### src/rtl/stall_controller.sv
`default_nettype none
// ============================================================================
// Module   : stall_controller
// Brief    : Pipeline hazard/branch/memory-wait controller with a hazard watchdog.
//            Optional macro STALL_PERF_CNT_EN adds the o_stall_cycles counter.
// Revision : 1.0 - initial release
// ============================================================================
module stall_controller #(
    parameter int FLUSH_LEN = 2,
    parameter int WDOG_MAX  = 255
) (
    input  logic        i_clk,
    input  logic        i_rst_n,
    input  logic        i_stall_req,
    input  logic        i_branch_taken,
    input  logic        i_mem_busy,
    output logic        o_pc_we,
    output logic        o_if_id_we,
    output logic        o_if_id_flush,
    output logic        o_id_ex_bubble,
    output logic        o_ex_mem_we,
    output logic        o_mem_wb_we,
    output logic [1:0]  o_state,
`ifdef STALL_PERF_CNT_EN
    output logic [31:0] o_stall_cycles,
`endif
    output logic        o_timeout
);

    typedef enum logic [1:0] {
        ST_RUN   = 2'd0,
        ST_HAZ   = 2'd1,
        ST_FLUSH = 2'd2,
        ST_MEMW  = 2'd3
    } state_t;

    localparam logic [3:0] c_flush_reload = 4'(FLUSH_LEN - 1);
    localparam logic [7:0] c_wdog_max     = 8'(WDOG_MAX);
    localparam bit         c_has_flush    = (FLUSH_LEN > 1);

    state_t     r_state;
    state_t     r_saved_state;
    logic [3:0] r_flush_cnt;
    logic [7:0] r_stall_cnt;
    logic       r_timeout;

    state_t     w_eff_state;
    logic [7:0] w_stall_inc;

    // After a memory wait the controller behaves as if it were still in the saved state.
    assign w_eff_state = (r_state == ST_MEMW) ? r_saved_state : r_state;
    assign w_stall_inc = (r_stall_cnt == 8'hFF) ? 8'hFF : r_stall_cnt + 8'd1;

    assign o_state   = r_state;
    assign o_timeout = r_timeout;

    always_comb begin
        o_pc_we        = 1'b1;
        o_if_id_we     = 1'b1;
        o_if_id_flush  = 1'b0;
        o_id_ex_bubble = 1'b0;
        o_ex_mem_we    = 1'b1;
        o_mem_wb_we    = 1'b1;
        if (!i_rst_n) begin
            o_pc_we        = 1'b0;
            o_if_id_we     = 1'b0;
            o_if_id_flush  = 1'b1;
            o_id_ex_bubble = 1'b1;
            o_ex_mem_we    = 1'b0;
            o_mem_wb_we    = 1'b0;
        end else if (i_mem_busy) begin
            o_pc_we     = 1'b0;
            o_if_id_we  = 1'b0;
            o_ex_mem_we = 1'b0;
            o_mem_wb_we = 1'b0;
        end else if (w_eff_state == ST_FLUSH) begin
            o_if_id_flush = 1'b1;
        end else if (i_branch_taken) begin
            o_if_id_flush  = 1'b1;
            o_id_ex_bubble = 1'b1;
        end else if (i_stall_req) begin
            o_pc_we        = 1'b0;
            o_if_id_we     = 1'b0;
            o_id_ex_bubble = 1'b1;
        end
    end

    always_ff @(posedge i_clk) begin
        if (!i_rst_n) begin
            r_state       <= ST_RUN;
            r_saved_state <= ST_RUN;
            r_flush_cnt   <= 4'd0;
            r_stall_cnt   <= 8'd0;
            r_timeout     <= 1'b0;
        end else if (i_mem_busy) begin
            // Capture only on entry so a long wait keeps the original context.
            if (r_state != ST_MEMW) begin
                r_saved_state <= r_state;
                r_state       <= ST_MEMW;
            end
        end else begin
            case (w_eff_state)
                ST_FLUSH: begin
                    r_stall_cnt <= 8'd0;
                    if (i_branch_taken) begin
                        r_state     <= ST_FLUSH;
                        r_flush_cnt <= c_flush_reload;
                    end else if (r_flush_cnt <= 4'd1) begin
                        r_state     <= ST_RUN;
                        r_flush_cnt <= 4'd0;
                    end else begin
                        r_state     <= ST_FLUSH;
                        r_flush_cnt <= r_flush_cnt - 4'd1;
                    end
                end
                default: begin
                    if (i_branch_taken) begin
                        r_stall_cnt <= 8'd0;
                        if (c_has_flush) begin
                            r_state     <= ST_FLUSH;
                            r_flush_cnt <= c_flush_reload;
                        end else begin
                            r_state <= ST_RUN;
                        end
                    end else if (i_stall_req) begin
                        r_state     <= ST_HAZ;
                        r_stall_cnt <= w_stall_inc;
                        if (w_stall_inc >= c_wdog_max) begin
                            r_timeout <= 1'b1;
                        end
                    end else begin
                        r_state     <= ST_RUN;
                        r_stall_cnt <= 8'd0;
                    end
                end
            endcase
        end
    end

`ifdef STALL_PERF_CNT_EN
    logic [31:0] r_stall_cycles;

    always_ff @(posedge i_clk) begin
        if (!i_rst_n) begin
            r_stall_cycles <= 32'd0;
        end else if (!o_pc_we) begin
            r_stall_cycles <= r_stall_cycles + 32'd1;
        end
    end

    assign o_stall_cycles = r_stall_cycles;
`endif

endmodule
`default_nettype wire

### config.mk
export PLATFORM = sky130hd
export DESIGN_NAME = stall_controller
export DESIGN_NICKNAME = d
export VERILOG_FILES = /design/src/rtl/stall_controller.sv
export SDC_FILE = /design/constraint.sdc
export NUM_CORES = 1
export LEC_CHECK = 0
export CAP_MARGIN = 20
export CORE_AREA = 8 8 54 56
export DETAILED_ROUTE_END_ITERATION = 16
export DIE_AREA = 0 0 62 64
export GPL_TIMING_DRIVEN = 0
export PLACE_DENSITY_LB_ADDON = 0.08
export SLEW_MARGIN = 20
export SYNTH_ARGS = -nofsm -noshare
export SYNTH_HDL_FRONTEND = slang
export SYNTH_SLANG_ARGS = --single-unit
### constraint.sdc
create_clock -name i_clk -period 2.1 [get_ports i_clk]
set_input_delay 0.21 -clock i_clk [delete_from_list [all_inputs] [get_ports i_clk]]
set_output_delay 0.21 -clock i_clk [all_outputs]
set_load 0.05 [all_outputs]
Word level (Yosys, flattened, before mapping)
Index checks and enable logic that the tools add are counted.
{"block": "totals", "reg_bits": 17, "input_bits": 5, "out_inout_bits": 9, "word_cells": 53}
{"block": "classes", "add_sub_neg": 2, "n_lt_le_gt_ge": 2, "eq_ne": 5, "mux": 32, "bitwise": 3, "n_reduce_logical": 4}
{"operator": "two-way mux 8 bit", "n": 4}
{"operator": "two-way mux 1 bit", "n": 17}
{"operator": "two-way mux 4 bit", "n": 4}
{"operator": "two-way mux 2 bit", "n": 7}
{"operator": "adder 8 x 1 -> 8 bit (second input constant)", "n": 1}
{"operator": "equality test 8 bit (second input constant)", "n": 1}
{"operator": ">= comparator 8 bit (second input constant)", "n": 1}
{"operator": "AND reduction 5 bit", "n": 1}
{"operator": "equality test 2 bit (second input constant)", "n": 2}
{"operator": "less-or-equal comparator 4 x 1 -> 1 bit (second input constant)", "n": 1}
{"operator": "AND reduction 2 bit", "n": 2}
{"operator": "subtractor 4 x 1 -> 4 bit (second input constant)", "n": 1}
{"operator": "NOT 1 bit", "n": 3}
{"operator": "!= test 2 x 1 -> 1 bit (second input constant)", "n": 1}
{"operator": "!= test 2 bit (second input constant)", "n": 1}
{"operator": "nonzero test 2 bit", "n": 1}

Longest topological paths before layout
Gate-level depths: netlist (run 1).
{"block": "depth", "ltp_word": 6, "ltp_mapped": 7}

Worst setup path before layout (run 1)
OpenSTA, ideal clock, no wires.
{"block": "synth_path", "kind": "reg2out", "from": "reg r_state[1], in the netlist o_state[1]", "to": "out o_pc_we", "t_arrival_ps": 2606, "t_required_ps": 1890, "setup_slack_ps": -716, "path_stages_with_launch": 5, "path_cell_list": "dfxtp_1 -> o21a_1 -> nor2_1 -> nor3_1 -> buf_4"}
{"block": "synth_between", "elab_chain_cells": 6}
{"item": "start, declared", "line": "41", "rtl": "state_t r_state;"}
{"item": "start signal, assigned", "line": "90", "rtl": "r_state <= ST_RUN;"}
{"item": "start signal, assigned", "line": "99", "rtl": "r_state <= ST_MEMW;"}
{"item": "start signal, assigned", "line": "106", "rtl": "r_state <= ST_FLUSH;"}
{"item": "equality test 2 bit", "line": "51", "rtl": "assign w_eff_state = (r_state == ST_MEMW) ? r_saved_state : r_state;"}
{"item": "two-way mux 2 bit *", "line": "51"}
{"item": "equality test 2 bit *", "line": "76", "rtl": "end else if (w_eff_state == ST_FLUSH) begin"}
{"item": "two-way mux 1 bit * (3 in series)"}
{"item": "end, declared", "line": "17", "rtl": "output logic o_pc_we,"}
Mark *: on every way between the ends. The rest lies on a longest branch, timed or not.

Final worst setup path (run 1)
{"block": "layout_path", "from": "reg r_state[0], in the netlist o_state[0]", "to": "out o_pc_we"}
{"block": "layout_between", "elab_chain_cells": 6}
{"item": "equality test 2 bit", "line": "51"}
{"item": "two-way mux 2 bit *", "line": "51"}
{"item": "equality test 2 bit *", "line": "76"}
{"item": "two-way mux 1 bit *", "line": "76"}
{"item": "two-way mux 1 bit *", "line": "71", "rtl": "end else if (i_mem_busy) begin"}
{"item": "two-way mux 1 bit *", "line": "64", "rtl": "if (!i_rst_n) begin"}
Marks and branches as above.

==> results of run 1 <==
## repair_timing
action	in CTS	in global routing
setup endpoints to repair	6	4
setup buffers	0	0
hold buffers	0	0
resized for setup	20	8
## registers in the layout, summed over array words and instances (netlist names)
register,flops
r_flush_cnt,4
r_stall_cnt,8
o_state,2
r_saved_state,2
o_timeout,1
## cell families (layout without fill, tap and decap cells)
family / Yosys count / in the layout
DFF: 17 / 17
muxes: 1 / 1
buffers and inverters: 14 / 31
and+or+nand+nor: 57 / 57
adders and majority gates: 3 / 3
AOI/OAI and AO/OA: 37 / 37
## cells in the final DEF, fill, tap and decap left out, types with 2 or more instances in the layout
master           synthesis  routed
nor2_1                  19      18
dfxtp_1                 17      17
nand2_1                 11      11
a21oi_1                 11      11
inv_1                    6       6
clkdlybuf4s50_1          0       6
clkbuf_2                 0       4
nand3_1                  4       4
o21ai_1                  3       3
nand4_1                  3       3
nor3_1                   4       3
a31oi_1                  3       3
ha_1                     3       3
buf_4                    2       3
clkbuf_4                 0       3
buf_6                    2       2
and2_1                   2       2
o31ai_1                  3       2
o21bai_1                 2       2
o21ai_0                  2       2
nor3b_1                  2       2
## Yosys cell counts, drive strengths merged (2+ instances only)
cell type  instances
nor3               4
and4               2
nand2             11
buf                4
o21bai             2
ha                 3
and2               2
dfxtp             17
nor3b              3
inv                7
nor2              19
a21oi             11
nand4              3
nor2b              2
o21ai              6
a31oi              3
nand3              4
clkbuf             2
o31ai              3
## worst max-delay path: cells and delay by family (launching register included)
kind                   cells  cell delay [ps]
AND/OR/NAND/NOR            2              310
buffers and inverters      3              540
AO/OA/AOI/OAI              1              270
flip-flops                 1              370
## path summary, 6_finish.rpt
| check | startpoint | endpoint | slack (ps) | cells after the start |
|---|---|---|---|---|
| worst max register to register | r_flush_cnt[0]$_SDFFE_PN0P_ | r_flush_cnt[3]$_SDFFE_PN0P_ | 270 | 7 |
| worst min-delay path | i_branch_taken | r_flush_cnt[2]$_SDFFE_PN0P_ | 440 | 4 |
| worst min register to register | o_timeout$_SDFFE_PN0P_ | o_timeout$_SDFFE_PN0P_ | 480 | 2 |
| worst max-delay path | o_state[0]$_SDFFE_PN0P_ | o_pc_we | 100 | 6 |
## cell type report
type / count / share of cell area [%]
tap: 28 / 2.81
multi-input combinational: 98 / 52.1
clock buffer: 4 / 2.11
sequential: 17 / 27.3
inverter: 8 / 2.51
timing repair buffer: 13 / 9.34
buffer: 6 / 3.82
## routing by layer
| metal | routed length, um | vias up |
|---|---|---|
| met5 | 0 | - |
| met1 | 1220 | 471 |
| met4 | 37 | 0 |
| met3 | 153 | 4 |
| met2 | 1100 | 31 |
| li1 | - | 505 |
## per-stage QoR
stage | setup WS, ps | cell area [um^2] | setup TNS, ps | util [%] | cells
after floorplan | -240 | 1060 | -240 | - | 129
after global placement | -657 | 1230 | -2490 | 58.2 | 170
after detailed placement | -700 | 1230 | -2610 | 58.2 | 170
after CTS | 12.8 | 1260 | 0 | 59.8 | 174
after global routing | 2.10 | 1250 | 0 | 59.2 | 174
final | 101 | 1250 | 0 | 59.2 | 174
## power by group
group,internal (mW),switching [mW]
logic,0.0431,0.0888
registers,0.330,0.00877
clock network,0.0740,0.109
total,0.447,0.206
==> out/metrics.cfg, run 1 <==
[detailed_routing]
vias = 1011
vias_per_cell = 5.81
routed_wl_um = 2510
dr.pass1.iters = 4
antenna_left = 0
drc = 0
drtIter0Drc = 42
avgRoutedWirePerCell_um = 14.4

[worst_setup_path]
critPathKind = reg2out
worst-endpoint-arrival_ps = 1790
cp-end-kind = primary output
cpPeakStageDelay_ps = 370
start_kind = register
slowest_stage = dfxtp_1
cp_max_fo = 7
worstPathCellList = inv_2 -> o21a_2 -> nor2_2 -> nor3_2 -> buf_4 -> clkdlybuf4s18_2
critPathRequiredTime_ps = 1890

[placed_design]
portBuffers = 13
gp_congestion = 0.902
hpwl_um = 1820

[timing]
hold_viol = 0
fin_crit_ps = 2000
setup-violations-final = 0
max_freq_mhz = 500
slew_headroom_pct = 67.0
period_share_pct = 95.2
timing.hold.ws_ps = 442
fin_skew_ps = 0.703
drv_slew = 0
tightest_slew_ps = 493
grt_setup_unrepaired = no

[cts]
clk_latency_ps = 290
htreeDepth = 1
clkTransAtPathRegs_ps = 100
cts_tree = built
cts_buffers = 3
clk_path_buf_depth = 2
clock-root-buffer = clkbuf_4
cts_sinks = 17

[yosys]
syn_area_per_cell_um2 = 8.15
synth_mux_area_share_pct = 0.952
synth_top_family_by_area = simple AND/OR/NAND/NOR gates
synthAdderAreaFrac_pct = 3.57
ys_seq_elements = 17
synthSimpleGateAreaFrac_pct = 30.2
ys_warn_count = 0
synth-compound-area-share_pct = 25.7
synth-edff-count = 0
async_reset_ff_share_pct = 0
ys.flop_type = dfxtp_1
ys_seq_area_share_pct = 32.4
synth_nets = 137
synth_top_cell_area_share_pct = 32.4
synthCells = 129
synth_cell_types = 47
synth.area.top_cells = dfxtp_1, nor2_1, a21oi_1, nand2_1, ha_1
synth_top_cell_by_area = dfxtp_1
syn_area_um2 = 1050
synth_xor_area_share_pct = 0

[run]
maxCapViolCount = 0

[final_layout]
fin_nets = 155
regArea_um2 = 340
area_growth_pct = 18.6
multi_input_area_um2 = 649
n_fill_cell = 199
layout-drive-gt1-share_pct = 20.5
n_antenna_cell = 0

[grt]
grt_antenna_before_repair = 0
grt-ovfl-total = 0
grt_util_met2_pct = 19.3
first_global_vias = 953
grt_pass1_wl_um = 4460
grtUsageMet1_pct = 20.5
grt_use_met3_pct = 3.40
grt_max_degree = 11
grt_usage_pct = 14.4
grt_busiest_layer = met1

[floorplan]
core_area_um2 = 2110
dieArea_um2 = 3970
io_pins = 14
die_h_um = 64
placementRows = 17
initial_core_util_pct = 49.9
die_w_um = 62

[power]
total_power_mw = 0.653
max-vdd-ir-drop_v = 0.000353
power.leakage_nw = 0.476
powerDensity_nw_per_um2 = 524

[hold_path]
hold_class = in2reg

[outcome]
status = complete, no violations

No activity file was read; power rests on OpenSTA's default activity.
==> run 2: changes to the inputs <==
- CELL_PAD_IN_SITES_DETAIL_PLACEMENT: default -> 0
- CELL_PAD_IN_SITES_GLOBAL_PLACEMENT: default -> 2
- CORE_AREA: 8 8 54 56 -> 2 2 62 64
- DIE_AREA: 0 0 62 64 -> 0 0 64 66
==> out/metrics.cfg, run 2 (same netlist as run 1, synthesis figures left out) <==
[grt]
first_global_vias = 962
grt-ovfl-total = 0
grt_pass1_wl_um = 4510
grt_antenna_before_repair = 0
grt_usage_pct = 13.9
grt_max_degree = 11

[placed_design]
gp_congestion = 0.764
hpwl_um = 1990
portBuffers = 13

[cts]
htreeDepth = 1
cts_tree = built
clk_latency_ps = 310
clock-root-buffer = clkbuf_4
clk_path_buf_depth = 2
post-cts-setup-buffer-count = 0
cts_buffers = 3
cts_sinks = 17
clkTransAtPathRegs_ps = 110

[worst_setup_path]
worst-endpoint-arrival_ps = 1810
critPathKind = reg2out
cp-end-kind = primary output
critical_path.startpoint = o_state[0]$_SDFFE_PN0P_
cp_max_fo = 7
r2r_start = r_flush_cnt[0]$_SDFFE_PN0P_
start_kind = register
critPathRequiredTime_ps = 1890

[timing]
grt_setup_unrepaired = no
max_freq_mhz = 496
fin_skew_ps = 6.72
setup-violations-final = 0
drv_slew = 0
fin_crit_ps = 2020
period_share_pct = 96.0
final.setup.tns_ps = 0
tightest_slew_ps = 493
slew_headroom_pct = 67.0
hold_viol = 0

[final_layout]
utilization_pct = 36.3
fin_nets = 155
mostFrequentLayoutCells = nor2_1, dfxtp_1, nand2_1, a21oi_1, inv_1
area_growth_pct = 22.7
reg_top3 = r_stall_cnt (8), r_flush_cnt (4)
final_common_cell = nor2_1
layout-drive-gt1-share_pct = 20.5
n_fill_cell = 387
n_antenna_cell = 0
largest_reg_flops = 8
largest_register = r_stall_cnt

[outcome]
status = complete, no violations

[hold_path]
hold_start = i_rst_n
hold_class = in2reg

[detailed_routing]
routed_wl_um = 2690
avgRoutedWirePerCell_um = 13.9
antenna_left = 0
vias_per_cell = 5.12
drtIter0Drc = 44
dr.pass1.iters = 4
vias = 993
drc = 0

[floorplan]
placementRows = 22
dieArea_um2 = 4220
die_h_um = 66
core_area_um2 = 3550
initial_core_util_pct = 29.6
io_pins = 14
die_w_um = 64

[power]
max-vdd-ir-drop_v = 0.000169
powerDensity_nw_per_um2 = 519
power.leakage_nw = 0.479
total_power_mw = 0.670

[run]
maxCapViolCount = 0

## run 2: changes by cell type in the layout (fill, tap and decap cells not counted), sizes merged
cell	previous run	this run
dlygate4sd2	0	1
clkdlybuf4s18	1	0
clkdlybuf4s50	6	5
buf	6	5
clkbuf	8	6
clkdlybuf4s15	1	5
## run 2: where the power goes
group	internal, mW	total [mW]	switching, mW
Combinational	0.0444	0.135	0.0909
Sequential	0.330	0.338	0.00852
Clock	0.0743	0.196	0.122
Total	0.449	0.670	0.221
## run 2: layout make-up
cell class | count | area (um^2) | area share (%)
Multi-Input combinational cell | 98 | 653 | 50.6
Sequential cell | 17 | 340 | 26.4
Timing Repair Buffer | 13 | 131 | 10.2
Tap cell | 48 | 60.1 | 4.66
Buffer | 6 | 47.5 | 3.69
Inverter | 8 | 31.3 | 2.42
Clock buffer | 4 | 26.3 | 2.04
## run 2: per-stage QoR
stage / setup WS, ps / instance area [um^2] / hold WS (ps) / cells
2_1_floorplan: -240 / 1060 / 324 / 129
3_3_place_gp: -753 / 1250 / 445 / 190
3_5_place_dp: -788 / 1250 / 455 / 190
4_1_cts: 7.71 / 1290 / 430 / 194
5_1_grt: 2.22 / 1290 / 439 / 194
6_report: 84.6 / 1290 / 421 / 194
## run 2: critical path, cell delays in order, from the launching register on
cell and delay, ps:
dfxtp_1 370, inv_2 80, o21a_2 290, o21ai_2 210, nand2_1 80, clkdlybuf4s15_1 460
## run 2: routing by layer
metal / GRT usage (%) / up-vias / wire length (um)
met2: 21.5 / 22 / 1130
met4: 5.71 / 0 / 41
met1: 19.2 / 462 / 1380
li1: - / 504 / -
met5: 0 / - / 0
met3: 2.39 / 5 / 138
## run 2: final timing paths
path,endpoint,slack [ps],cells past startpoint
setup reg to reg,r_flush_cnt[3]$_SDFFE_PN0P_,270,7
setup / recovery,o_if_id_flush,80,5
hold reg to reg,o_timeout$_SDFFE_PN0P_,470,2
hold / removal,r_saved_state[0]$_SDFFE_PN0P_,420,2
## run 2: repair_timing
item,CTS,global route
cloned,0,0
gates resized for setup,22,5
setup endpoints to repair,6,2
hold buffers,0,0
==> run 3: changes to the inputs <==
- MAX_ROUTING_LAYER: default -> met4
==> out/metrics.cfg, run 3 (same netlist as run 1, synthesis figures left out) <==
[cts]
cts_sinks = 17
clock-root-buffer = clkbuf_4
clkTransAtPathRegs_ps = 110
cts_buffers = 3
hold_buffers = 0
clk_latency_ps = 310
post-cts-setup-buffer-count = 0
cts_tree = built
clk_path_buf_depth = 2
htreeDepth = 1
cts_resized = 22

[power]
total_power_mw = 0.669
power.leakage_nw = 0.479
powerDensity_nw_per_um2 = 519
max-vdd-ir-drop_v = 0.000168

[detailed_routing]
avgRoutedWirePerCell_um = 13.9
met3_length_um = 127
top_layer_used = met4
vias_per_cell = 5.11
antenna_left = 0
routed_wl_um = 2690
dr.pass1.iters = 4
drc = 0
vias = 991
route.met2.wl_um = 1120
met1_length_um = 1400
drtIter0Drc = 41

[final_layout]
design_area_um2 = 1290
n_fill_cell = 387
mostFrequentLayoutCells = nor2_1, dfxtp_1, nand2_1, a21oi_1, inv_1
n_antenna_cell = 0
fin_nets = 155
layout-drive-gt1-share_pct = 20.5
reg_top3 = r_stall_cnt (8), r_flush_cnt (4)
area_growth_pct = 22.7
largest_register = r_stall_cnt
final_common_cell = nor2_1
regArea_um2 = 340
multi_input_area_um2 = 653
largest_reg_flops = 8
utilization_pct = 36.3

[timing]
postLayoutSetupSlackWorst_ps = 85.2
max_freq_mhz = 496
fin_skew_ps = 7.14
grt_setup_unrepaired = no
period_share_pct = 95.9
setup-violations-final = 0
hold_viol = 0
fin_crit_ps = 2010
drv_slew = 0
slew_headroom_pct = 67.0
final.setup.tns_ps = 0
tightest_slew_ps = 493

[outcome]
status = complete, no violations

[floorplan]
die_h_um = 66
dieArea_um2 = 4220
io_pins = 14
core_area_um2 = 3550
placementRows = 22
die_w_um = 64
initial_core_util_pct = 29.6

[worst_setup_path]
critPathRequiredTime_ps = 1890
slowest_stage = clkdlybuf4s15_1
worstPathCellList = inv_2 -> o21a_2 -> o21ai_2 -> nand2_1 -> clkdlybuf4s15_1
cpPeakStageDelay_ps = 460
cp_max_fo = 7
critPathKind = reg2out
cp-end-kind = primary output
worst-endpoint-arrival_ps = 1800
start_kind = register

[grt]
grt-ovfl-total = 0
grt_max_degree = 11
grt_antenna_before_repair = 0
grt_pass1_wl_um = 4510
first_global_vias = 963
grt_usage_pct = 14.3

[placed_design]
portBuffers = 13
place_area_um2 = 1250
dp_worst_setup_slack_ps = -788
hpwl_um = 1990
gp_congestion = 0.774

[hold_path]
hold_class = in2reg

[run]
maxCapViolCount = 0

run 3: cell counts in the layout (fill, tap and decap cells not counted):
No cell type changed its count.
run 3: stage by stage:
stage | hold WS, ps | std cells
global route | 439 | 194
CTS | 430 | 194
finish | 422 | 194
detailed placement | 455 | 190
global placement | 445 | 190
floorplan | 324 | 129
run 3: where the power goes:
group	leakage, nW	internal (mW)	switching, mW	total (mW)
registers	0.138	0.330	0.00852	0.338
clock network	0.0150	0.0743	0.121	0.196
logic	0.326	0.0444	0.0909	0.135
run 3: final timing paths:
check	startpoint	to	slack [ps]	cells past startpoint
hold / removal	i_rst_n	r_saved_state[0]$_SDFFE_PN0P_	420	2
setup reg to reg	r_flush_cnt[0]$_SDFFE_PN0P_	r_flush_cnt[3]$_SDFFE_PN0P_	270	7
setup / recovery	o_state[0]$_SDFFE_PN0P_	o_if_id_flush	90	5
hold reg to reg	o_timeout$_SDFFE_PN0P_	o_timeout$_SDFFE_PN0P_	470	2
run 3: cell type report:
cell class | instances | area share (%)
Sequential cell | 17 | 26.4
Tap cell | 48 | 4.66
Clock buffer | 4 | 2.04
Timing Repair Buffer | 13 | 10.2
Inverter | 8 | 2.42
Buffer | 6 | 3.69
Multi-Input combinational cell | 98 | 50.6
run 3: per-layer routing:
metal,vias up,track usage (%)
met5,-,-
met4,0,5.71
met3,5,2.04
met2,22,21.5
met1,460,19.4
li1,504,-
run 3: worst max-delay path, delay by kind of cell (launching register included):
kind                   cells  cell delay [ps]
and+or+nand+nor            1               80
AOI/OAI and AO/OA          2              500
buffers and inverters      2              540
DFF                        1              370
